`config.mk`:
```
export PLATFORM = sky130hd
export DESIGN_NAME = rx_frame_classifier_flat
export DESIGN_NICKNAME = d
export VERILOG_FILES = /design/src/rtl/rx_frame_classifier_if.sv /design/src/rtl/rx_frame_classifier.sv /design/src/flat_wrapper.sv
export SDC_FILE = /design/constraint.sdc
export NUM_CORES = 1
export LEC_CHECK = 0
export ABC_AREA = 1
export BUFFER_PORTS_ARGS = -buffer_cell sky130_fd_sc_hd__buf_2
export CORE_AREA = 2 2 250 252
export DETAILED_ROUTE_END_ITERATION = 8
export DIE_AREA = 0 0 252 254
export PLACE_DENSITY = 0.57
export RECOVER_POWER = 100
export SLEW_MARGIN = 40
export SYNTH_ARGS = -nofsm -noshare
export SYNTH_HDL_FRONTEND = slang
export SYNTH_SLANG_ARGS = --single-unit
```
`constraint.sdc`:
```
create_clock -name clk -period 5.15 [get_ports clk]
set_clock_uncertainty 0.05 [all_clocks]
set_input_delay 1.03 -clock clk [delete_from_list [all_inputs] [get_ports clk]]
set_output_delay 1.03 -clock clk [all_outputs]
set_load 0.005 [all_outputs]
```
`src/rtl/rx_frame_classifier_if.sv`:
```
// rx_frame_classifier_if: AXI-Stream bundle (tdata/tkeep/tvalid/tlast/tready) used on both sides of rx_frame_classifier.
interface rx_frame_classifier_if #(
  parameter int DATA_WIDTH = 256,
  parameter int KEEP_WIDTH = DATA_WIDTH/8
);
  logic [DATA_WIDTH-1:0] tdata;
  logic [KEEP_WIDTH-1:0] tkeep;
  logic                  tvalid;
  logic                  tlast;
  logic                  tready;
  modport master (output tdata, tkeep, tvalid, tlast, input tready);
  modport slave (input tdata, tkeep, tvalid, tlast, output tready);
endinterface

```
`src/rtl/rx_frame_classifier.sv`:
```
// rx_frame_classifier: AXI-Stream register slice that classifies each frame by port rule and magic signature into a result FIFO.
// Define RX_CLS_SIG_EN to build the signature comparators; otherwise res_sig_hit_o is always 0.
module rx_frame_classifier #(
  parameter int          DATA_WIDTH = 256,
  parameter int          KEEP_WIDTH = DATA_WIDTH/8,
  parameter int          PORT_BEAT  = 1,
  parameter int          PORT_LSB   = 224,
  parameter logic [63:0] SIGNATURE  = 64'h89504E470D0A1A0A,
  parameter int          SIG_BEATS  = 4,
  parameter int          NUM_RULES  = 4,
  parameter int          RES_DEPTH  = 4
) (
  input  logic                         clk,
  input  logic                         rst_n,
  rx_frame_classifier_if.slave         s_axis,
  rx_frame_classifier_if.master        m_axis,
  input  logic                         cfg_load_i,
  input  logic [$clog2(NUM_RULES)-1:0] cfg_index_i,
  input  logic [15:0]                  cfg_port_i,
  input  logic [3:0]                   cfg_class_i,
  input  logic                         cfg_enable_i,
  output logic [3:0]                   res_class_o,
  output logic [15:0]                  res_port_o,
  output logic                         res_sig_hit_o,
  output logic [7:0]                   res_beats_o,
  output logic                         res_valid_o,
  input  logic                         res_ready_i
);
  localparam int AW = $clog2(RES_DEPTH);
  localparam int RW = 29;
  logic [DATA_WIDTH-1:0] m_tdata_q;
  logic [KEEP_WIDTH-1:0] m_tkeep_q;
  logic                  m_tvalid_q, m_tlast_q;
  logic [7:0]            beat_q, beat_d;
  logic [15:0]           port_q, port_d, cur_port;
  logic [3:0]            class_q, class_d, cur_class;
  logic                  sig_q, sig_d, beat_hit;
  logic                  accept, port_beat, res_full, push, pop;
  logic [KEEP_WIDTH-8:0] sig_match;
  logic [15:0]           rule_port_q [NUM_RULES];
  logic [3:0]            rule_class_q [NUM_RULES];
  logic [NUM_RULES-1:0]  rule_en_q;
  logic [RW-1:0]         fifo_q [RES_DEPTH];
  logic [AW:0]           wr_q, rd_q;
  logic [RW-1:0]         head;
  assign res_full      = (wr_q - rd_q) == (AW+1)'(RES_DEPTH);
  assign res_valid_o   = wr_q != rd_q;
  assign s_axis.tready = (!m_tvalid_q || m_axis.tready) && !res_full;
  assign accept        = s_axis.tvalid && s_axis.tready;
  assign push          = accept && s_axis.tlast;
  assign pop           = res_valid_o && res_ready_i;
  assign port_beat     = beat_q == 8'(PORT_BEAT);
  assign cur_port      = s_axis.tdata[PORT_LSB +: 16];
  assign m_axis.tdata  = m_tdata_q;
  assign m_axis.tkeep  = m_tkeep_q;
  assign m_axis.tvalid = m_tvalid_q;
  assign m_axis.tlast  = m_tlast_q;
  // Scan downwards so the lowest matching enabled entry is the one left standing.
  always_comb begin
    cur_class = '0;
    for (int i = NUM_RULES-1; i >= 0; i--)
      if (rule_en_q[i] && rule_port_q[i] == cur_port) cur_class = rule_class_q[i];
  end
`ifdef RX_CLS_SIG_EN
  for (genvar k = 0; k <= KEEP_WIDTH-8; k++) begin : g_sig
    assign sig_match[k] = &s_axis.tkeep[k +: 8] && s_axis.tdata[8*k +: 64] == SIGNATURE;
  end
`else
  assign sig_match = {(KEEP_WIDTH-7){SIGNATURE[0] & 1'b0}};
`endif
  assign beat_hit = |sig_match && beat_q < 8'(SIG_BEATS);
  // The *_d values include the current beat, so they double as the record pushed on tlast.
  always_comb begin
    beat_d  = beat_q == 8'hff ? 8'hff : beat_q + 8'd1;
    port_d  = port_beat ? cur_port : port_q;
    class_d = port_beat ? cur_class : class_q;
    sig_d   = sig_q || beat_hit;
  end
  assign head = res_valid_o ? fifo_q[rd_q[AW-1:0]] : '0;
  assign {res_class_o, res_port_o, res_sig_hit_o, res_beats_o} = head;
  always_ff @(posedge clk or negedge rst_n)
    if (!rst_n) begin
      m_tdata_q  <= '0;
      m_tkeep_q  <= '0;
      m_tvalid_q <= 1'b0;
      m_tlast_q  <= 1'b0;
      beat_q     <= '0;
      port_q     <= '0;
      class_q    <= '0;
      sig_q      <= 1'b0;
      wr_q       <= '0;
      rd_q       <= '0;
      rule_en_q  <= '0;
      for (int i = 0; i < NUM_RULES; i++) begin
        rule_port_q[i]  <= '0;
        rule_class_q[i] <= '0;
      end
    end else begin
      if (!m_tvalid_q || m_axis.tready) m_tvalid_q <= accept;
      if (accept) begin
        m_tdata_q <= s_axis.tdata;
        m_tkeep_q <= s_axis.tkeep;
        m_tlast_q <= s_axis.tlast;
        beat_q    <= s_axis.tlast ? '0 : beat_d;
        port_q    <= s_axis.tlast ? '0 : port_d;
        class_q   <= s_axis.tlast ? '0 : class_d;
        sig_q     <= s_axis.tlast ? 1'b0 : sig_d;
      end
      if (push) wr_q <= wr_q + 1'b1;
      if (pop) rd_q <= rd_q + 1'b1;
      if (cfg_load_i) begin
        rule_port_q[cfg_index_i]  <= cfg_port_i;
        rule_class_q[cfg_index_i] <= cfg_class_i;
        rule_en_q[cfg_index_i]    <= cfg_enable_i;
      end
    end
  always_ff @(posedge clk)
    if (push) fifo_q[wr_q[AW-1:0]] <= {class_d, port_d, sig_d, beat_d};
endmodule

```
`src/flat_wrapper.sv`:
```
// flat-port wrapper written by rule: the top's interface ports become plain ports
module rx_frame_classifier_flat 
#(
  parameter int          DATA_WIDTH = 256,
  parameter int          KEEP_WIDTH = DATA_WIDTH/8,
  parameter int          PORT_BEAT  = 1,
  parameter int          PORT_LSB   = 224,
  parameter logic [63:0] SIGNATURE  = 64'h89504E470D0A1A0A,
  parameter int          SIG_BEATS  = 4,
  parameter int          NUM_RULES  = 4,
  parameter int          RES_DEPTH  = 4
)
  (clk, rst_n, cfg_load_i, cfg_index_i, cfg_port_i, cfg_class_i, cfg_enable_i, res_class_o, res_port_o, res_sig_hit_o, res_beats_o, res_valid_o, res_ready_i, s_axis_tdata, s_axis_tkeep, s_axis_tvalid, s_axis_tlast, s_axis_tready, m_axis_tdata, m_axis_tkeep, m_axis_tvalid, m_axis_tlast, m_axis_tready);
  rx_frame_classifier_if #(.DATA_WIDTH(DATA_WIDTH), .KEEP_WIDTH(KEEP_WIDTH)) s_axis_i ();
  rx_frame_classifier_if #(.DATA_WIDTH(DATA_WIDTH), .KEEP_WIDTH(KEEP_WIDTH)) m_axis_i ();
  input  logic clk;
  input  logic rst_n;
  input  logic cfg_load_i;
  input  logic [$clog2(NUM_RULES)-1:0] cfg_index_i;
  input  logic [15:0] cfg_port_i;
  input  logic [3:0] cfg_class_i;
  input  logic cfg_enable_i;
  output logic [3:0] res_class_o;
  output logic [15:0] res_port_o;
  output logic res_sig_hit_o;
  output logic [7:0] res_beats_o;
  output logic res_valid_o;
  input  logic res_ready_i;
  input wire logic [$bits(s_axis_i.tdata)-1:0] s_axis_tdata;
  input wire logic [$bits(s_axis_i.tkeep)-1:0] s_axis_tkeep;
  input wire logic [$bits(s_axis_i.tvalid)-1:0] s_axis_tvalid;
  input wire logic [$bits(s_axis_i.tlast)-1:0] s_axis_tlast;
  output wire logic [$bits(s_axis_i.tready)-1:0] s_axis_tready;
  output wire logic [$bits(m_axis_i.tdata)-1:0] m_axis_tdata;
  output wire logic [$bits(m_axis_i.tkeep)-1:0] m_axis_tkeep;
  output wire logic [$bits(m_axis_i.tvalid)-1:0] m_axis_tvalid;
  output wire logic [$bits(m_axis_i.tlast)-1:0] m_axis_tlast;
  input wire logic [$bits(m_axis_i.tready)-1:0] m_axis_tready;
  assign s_axis_i.tdata = s_axis_tdata;
  assign s_axis_i.tkeep = s_axis_tkeep;
  assign s_axis_i.tvalid = s_axis_tvalid;
  assign s_axis_i.tlast = s_axis_tlast;
  assign s_axis_tready = s_axis_i.tready;
  assign m_axis_tdata = m_axis_i.tdata;
  assign m_axis_tkeep = m_axis_i.tkeep;
  assign m_axis_tvalid = m_axis_i.tvalid;
  assign m_axis_tlast = m_axis_i.tlast;
  assign m_axis_i.tready = m_axis_tready;
  rx_frame_classifier #(.DATA_WIDTH(DATA_WIDTH), .KEEP_WIDTH(KEEP_WIDTH), .PORT_BEAT(PORT_BEAT), .PORT_LSB(PORT_LSB), .SIGNATURE(SIGNATURE), .SIG_BEATS(SIG_BEATS), .NUM_RULES(NUM_RULES), .RES_DEPTH(RES_DEPTH)) u_core (.clk(clk), .rst_n(rst_n), .s_axis(s_axis_i), .m_axis(m_axis_i), .cfg_load_i(cfg_load_i), .cfg_index_i(cfg_index_i), .cfg_port_i(cfg_port_i), .cfg_class_i(cfg_class_i), .cfg_enable_i(cfg_enable_i), .res_class_o(res_class_o), .res_port_o(res_port_o), .res_sig_hit_o(res_sig_hit_o), .res_beats_o(res_beats_o), .res_valid_o(res_valid_o), .res_ready_i(res_ready_i));
endmodule
```
-- Word level (Yosys, flattened, before mapping)
Memories as Yosys holds them, arrays and structs flattened.
Index checks and enable logic that the tools add are counted.
- memory bits (writable): 112
- latch bits: 0
- flip-flop bits (word level): 408
- ROM bits: 0
- output and inout port bits: 321
- memories: 1
- logic and storage cells: 71
- input port bits: 318
- memory list (name ; depth ; width ; rd ports ; clocked after memory_dff ; write ports ; RTL line ; text):
    u_core.fifo_q ; 4 ; 28 ; 1 ; 0 ; 1 ; rx_frame_classifier.sv:43 ; logic [RW-1:0] fifo_q [RES_DEPTH];
- reduce and logical (&&, ||, !) cells: 13
- bitwise logic cells: 1
- order comparisons: 4
- add/sub/neg operators: 4
- equal/unequal tests: 8
- mux-type cells: 22
- shift operators: 0
- multipliers: 0
- divide/modulo/power cells: 0
- operators with widths (operator ; count):
    64-bit bitwise mux ; 1
    16-bit == test ; 4
    16-bit two-way mux ; 3
    16-bit demux with 2-bit select ; 1
    29-bit two-way mux ; 1
    4-bit two-way mux ; 7
    16-bit bitwise mux ; 1
    8-bit two-way mux ; 2
    1-bit logical AND ; 10
    8-bit by 1-bit adder with 8-bit output, second input constant ; 1
    4-bit demux with 2-bit select ; 1
    8-bit by 1-bit == test with 1-bit output, second input constant ; 1
    8-bit == test, second input constant ; 1
    3-bit by 1-bit adder with 3-bit output, second input constant ; 2
    4-bit bitwise mux ; 1
    3-bit == test, second input constant ; 1
    3-bit greater-or-equal comparator, second input constant ; 1
    2-bit by 3-bit less-than comparator with 1-bit output, second input constant ; 1
    3-bit by 1-bit less-than comparator with 1-bit output, second input constant ; 1
    1-bit two-way mux ; 3
    3-bit inequality test ; 1
    2-bit inverter with 3-bit output ; 1
    3-bit subtractor ; 1
    1-bit demux with 2-bit select ; 1
    other kinds (3) ; 4

-- Longest topological paths before layout
- depth in word-level cells: 8
- mapped depth: 15
- gate-level depth less buffers: 14

-- Least setup slack after synthesis
Ideal clock, no wire load.
- path type: reg2reg
- from: register u_core.rd_q[1]
- to: memory u_core.fifo_q[0][0] (netlist bit) (enable)
- setup time: 0.413 ns
- required time: 4.687 ns
- cell stages (with the launch flop): 13
- setup slack: 1.772 ns
- arrival: 2.915 ns
- period minus slack after synthesis: 3.378 ns
- buffers on the path: 1
- path through: dfrtp_1 -> inv_1 -> clkbuf_1 -> ha_1 -> a21oi_1 -> nand2_1 -> nand4_1 -> nand2_1 -> inv_2 -> nand2_4 -> inv_4 -> nand2_2 -> nor2_1
- cells in the longest elaborated chain, start to end: 8
- ends and longest elaborated chain (element ; RTL line ; text):
    start: declaration ; rx_frame_classifier.sv:44 ; logic [AW:0] wr_q, rd_q;
    start signal: assignment ; rx_frame_classifier.sv:110 ; if (pop) rd_q <= rd_q + 1'b1;
    3-bit subtractor ; rx_frame_classifier.sv:46 ; assign res_full = (wr_q - rd_q) == (AW+1)'(RES_DEPTH);
    3-bit == test ; rx_frame_classifier.sv:46 ;
    1-bit zero test ; rx_frame_classifier.sv:48 ; assign s_axis.tready = (!m_tvalid_q || m_axis.tready) && !res_full;
    1-bit logical AND ; rx_frame_classifier.sv:48 ;
    named net s_axis_tready ; flat_wrapper.sv:33 ; output wire logic [$bits(s_axis_i.tready)-1:0] s_axis_tready;
    1-bit logical AND ; rx_frame_classifier.sv:49 ; assign accept = s_axis.tvalid && s_axis.tready;
    1-bit logical AND ; rx_frame_classifier.sv:50 ; assign push = accept && s_axis.tlast;
    1-bit two-way mux ; rx_frame_classifier.sv:118 ; if (push) fifo_q[wr_q[AW-1:0]] <= {class_d, port_d, sig_d, beat_d};
    1-bit two-way mux (not written as such) ; rx_frame_classifier.sv:118 ;
    end: declaration ; rx_frame_classifier.sv:43 ;
The timed path passes the listed nets, and every way through them passes these cells.

-- Worst setup path in the final report
- from: register u_core.rd_q[0]
- to: output res_port_o[11]
- cells in the longest elaborated chain, start to end: 2
- elaborated cells between the ends (all ways): 3
- classes of those cells: 1 x eq/ne; 1 x mux; 1 x memory
- ends and longest elaborated chain (element ; RTL line ; text):
    memory read 4 x 28 bit or 3-bit inequality test (tied branches) ; -- ;
    29-bit two-way mux * ; rx_frame_classifier.sv:79 ; assign head = res_valid_o ? fifo_q[rd_q[AW-1:0]] : '0;
    end: declaration ; flat_wrapper.sv:24 ; output logic [15:0] res_port_o;
Mark *: on every way between the ends. The rest lies on a longest branch, timed or not.

==> impl_metrics.toml <==
[routing]
routed-via-count = 17800
routed_wl_um = 69700
drtIter0Drc = 1750
drtPass1Iterations = 6
drc_errors = 0
drt-wirelength-per-cell_um = 18.3
antenna_left = 0
routed_via_density = 4.68

[pwr]
p_leak_nw = 13.4
ir_worst_vdd_mv = 0.357
power_density_mw_per_mm2 = 611

[sta]
fin_ws_ns = 0.920
slew_violations = 305
setup_tns_ns = 0
fin_crit_ns = 4.23
setup_viol = 0
period_share_pct = 82.1
fmax_ghz = 0.236
hold_violations = 0
rsz0062_at_grt = "false"
tightest_slew_ns = 2.05
relSlewSlack_pct = -36.7

[die]
boundaryPins = 639
core_sq_mm = 0.0613
rows = 91
start_util_pct = 34.7
die_area_sq_mm = 0.0640
die_w_um = 252
fp.dieH_um = 254

[worst_setup_path]
path_cells = "buf_4 > ha_1 > nand3_1 > inv_1 > a21oi_1 > clkbuf_2"
r2r_setup_slack_ns = 1.02
cp-end-kind = "output port"
path_buf_inv = 3
reg2reg_to = "u_core.fifo_q[0][25]"
worstReg2RegStart = "u_core.rd_q[0]"
slowest_stage = "a21oi_1"
path_delay_family = "buffers and inverters"
worstPathMaxFanout = 58
crit_path_start_kind = "register"
cp.required_ns = 4.07
slowest_delay_ns = 0.54
critPathKind = "reg2out"
worst-r2r-cell-count = 13
critPathArrivalTime_ns = 3.15
crit_start = "u_core.rd_q[0]"

[final_layout]
synthToLayoutAreaGrowth_pct = 25.3
fin_nets = 3284
fillCellCount = 6217
drive_above_1_share_pct = 16.1
finalNonFillerCells = 3803

[clock_tree]
hold_buffers = 0
cts_sinks = 520
post_cts_buffers = 0
cts_resized = 0
root_buffer = "clkbuf_16"
clock_path_buffers = 3
clk_pin_slew_ns = 0.06
clkLatencyLatePin_ns = 0.60
h-tree-depth = 2
cts_tree = "yes"
numCtsBuffers = 55

[run_status]
status = "finished, violations left"
failed_checks = "max-capacitance violations, max-slew violations"

[min_path]
min_to = "u_core.m_axis.tkeep[7]"
hold_start = "u_core.m_axis.tkeep[7]"
holdPathStages = 2
hold_class = "reg2reg"

[synth]
seq_area_frac_synth_pct = 63.9
synth_edf_count = 112
ys_async_sr_fraction_pct = 78.5
yosysMostFrequentCell = "nand2_1"
ys_warn_count = 0
synth_ff_type = "dfrtp_1"
yosysTopAreaCell = "dfrtp_1"
postSynthCellCount = 2353
synth-seq-cells = 520
yosysUniqueCellTypes = 34
synthesis.area_sq_mm = 0.0212
syn_nets = 2680
syn_area_per_cell_sq_um = 9.03
ys_top_cells_by_count = "nand2_1, dfrtp_1, o21ai_0, nor2_1, inv_1"
synth_top_area_share_pct = 48.1
ys_top_cells_by_area = "dfrtp_1, nand2_1, edfxtp_1, o21ai_0, nor2_1"

[job]
drv_cap = 8

[global_route]
grt_max_degree = 168
grt.overflow.total = 0
first_global_vias = 17400
grtUsageTotal_pct = 21.0
grt_pass1_wl_um = 103000
grt_antenna_before_repair = 24

[placement]
dp_slack_ns = 1.71
finalWeightedCongestion = 0.912
port_buffers = 637
dp_cells = 3689
dp_hpwl_um = 49700
-- power by group --
group          leakage [nW]  switching [mW]  internal (mW)  total [mW]
logic                  6.38            3.85           1.84        5.69
registers              6.10           0.766           5.78        6.54
clock network         0.905            1.66           2.37        4.04
-- tightest hold or removal path, cell delays in order (launching register included) --
cell and delay (ns):
dfrtp_1 0.34, nand2_1 0.05, nand2_1 0.06
-- kinds of logic (layout without fill, tap and decap cells) --
kind of cell	count (synthesis)	after routing	synth area share, %
and+or+nand+nor	1296	1296	23.4
DFF	520	520	63.9
AOI/OAI and AO/OA	252	252	6.17
buffers and inverters	250	900	5.00
xor gates and xnor gates	25	25	1.03
adders and majority gates	9	9	0.530
other	1	11	0.0177
-- through the flow --
step | util, % | power, mW | instance area, sq um | hold slack, ns
finish | 43.4 | 16.3 | 26600 | 0.423
global route | 43.4 | 17.4 | 26600 | 0.441
CTS | 44.1 | 16.7 | 27000 | 0.426
detailed placement | 41.1 | 12.6 | 25200 | 0.409
global placement | 41.0 | 12.5 | 25100 | 0.406
floorplan | - | 9.67 | 21200 | 0.397
-- cell usage in the layout (no fill, tap or decap), types with 2 or more instances in the layout --
cell	n
bufinv_16	4
clkbuf_16	57
o22ai_1	22
nand3_1	27
nor3_1	6
or2_2	4
o21ai_0	185
clkbuf_2	9
edfxtp_1	112
buf_4	7
a21boi_0	4
clkbuf_8	10
clkinv_1	2
o21a_1	2
nor2_2	5
dfrtp_1	408
clkbuf_1	288
inv_1	136
buf_2	363
clkinvlp_4	3
clkinv_2	11
nor2_1	168
diode_2	10
xor2_1	13
xnor2_1	12
nand2_1	1075
buf_12	3
a21oi_1	37
nand4_1	8
ha_1	9
-- sequential cells by signal, indices dropped and copies added (netlist names) --
register              cells
u_core.beat_q             8
u_core.class_q            4
u_core.fifo_q           112
u_core.m_axis.tdata     256
u_core.m_axis.tkeep      32
u_core.m_axis.tlast       1
u_core.m_axis.tvalid      1
u_core.port_q            16
u_core.rd_q               3
u_core.rule_class_q      16
u_core.rule_en_q          4
u_core.rule_port_q       64
u_core.wr_q               3
-- worst max path at each step --
| stage | end | slack, ns | cells after the start |
|---|---|---|---|
| 2_1_floorplan | u_core.fifo_q[0][0] | 1.77 | 12 |
| 3_3_place_gp | u_core.fifo_q[3][10] | 1.73 | 13 |
| 4_1_cts | res_class_o[3] | 1.22 | 6 |
| 6_report | res_port_o[11] | 0.92 | 6 |
| 5_1_grt | u_core.fifo_q[0][12] | 0.53 | 13 |
| 3_5_place_dp | u_core.fifo_q[3][12] | 1.71 | 13 |
-- layer usage --
metal	vias up	routed length (um)	track usage (%)
met5	-	190	0
met1	8386	29000	26.9
met3	139	5730	6.06
li1	8574	-	-
met2	685	33000	34.2
met4	30	1840	6.54
-- final cells by class --
type                            count  area [sq um]  area share, %
Antenna cell                       10          25.0         0.0940
Clock buffer                       81          1620           6.07
Clock inverter                     22           230          0.865
Inverter                          137           522           1.96
Multi-Input combinational cell   1583          6600           24.8
Sequential cell                   520         13600           51.0
Tap cell                          790           988           3.71
Timing Repair Buffer              660          3050           11.5
No activity file was read; power rests on OpenSTA's default activity.
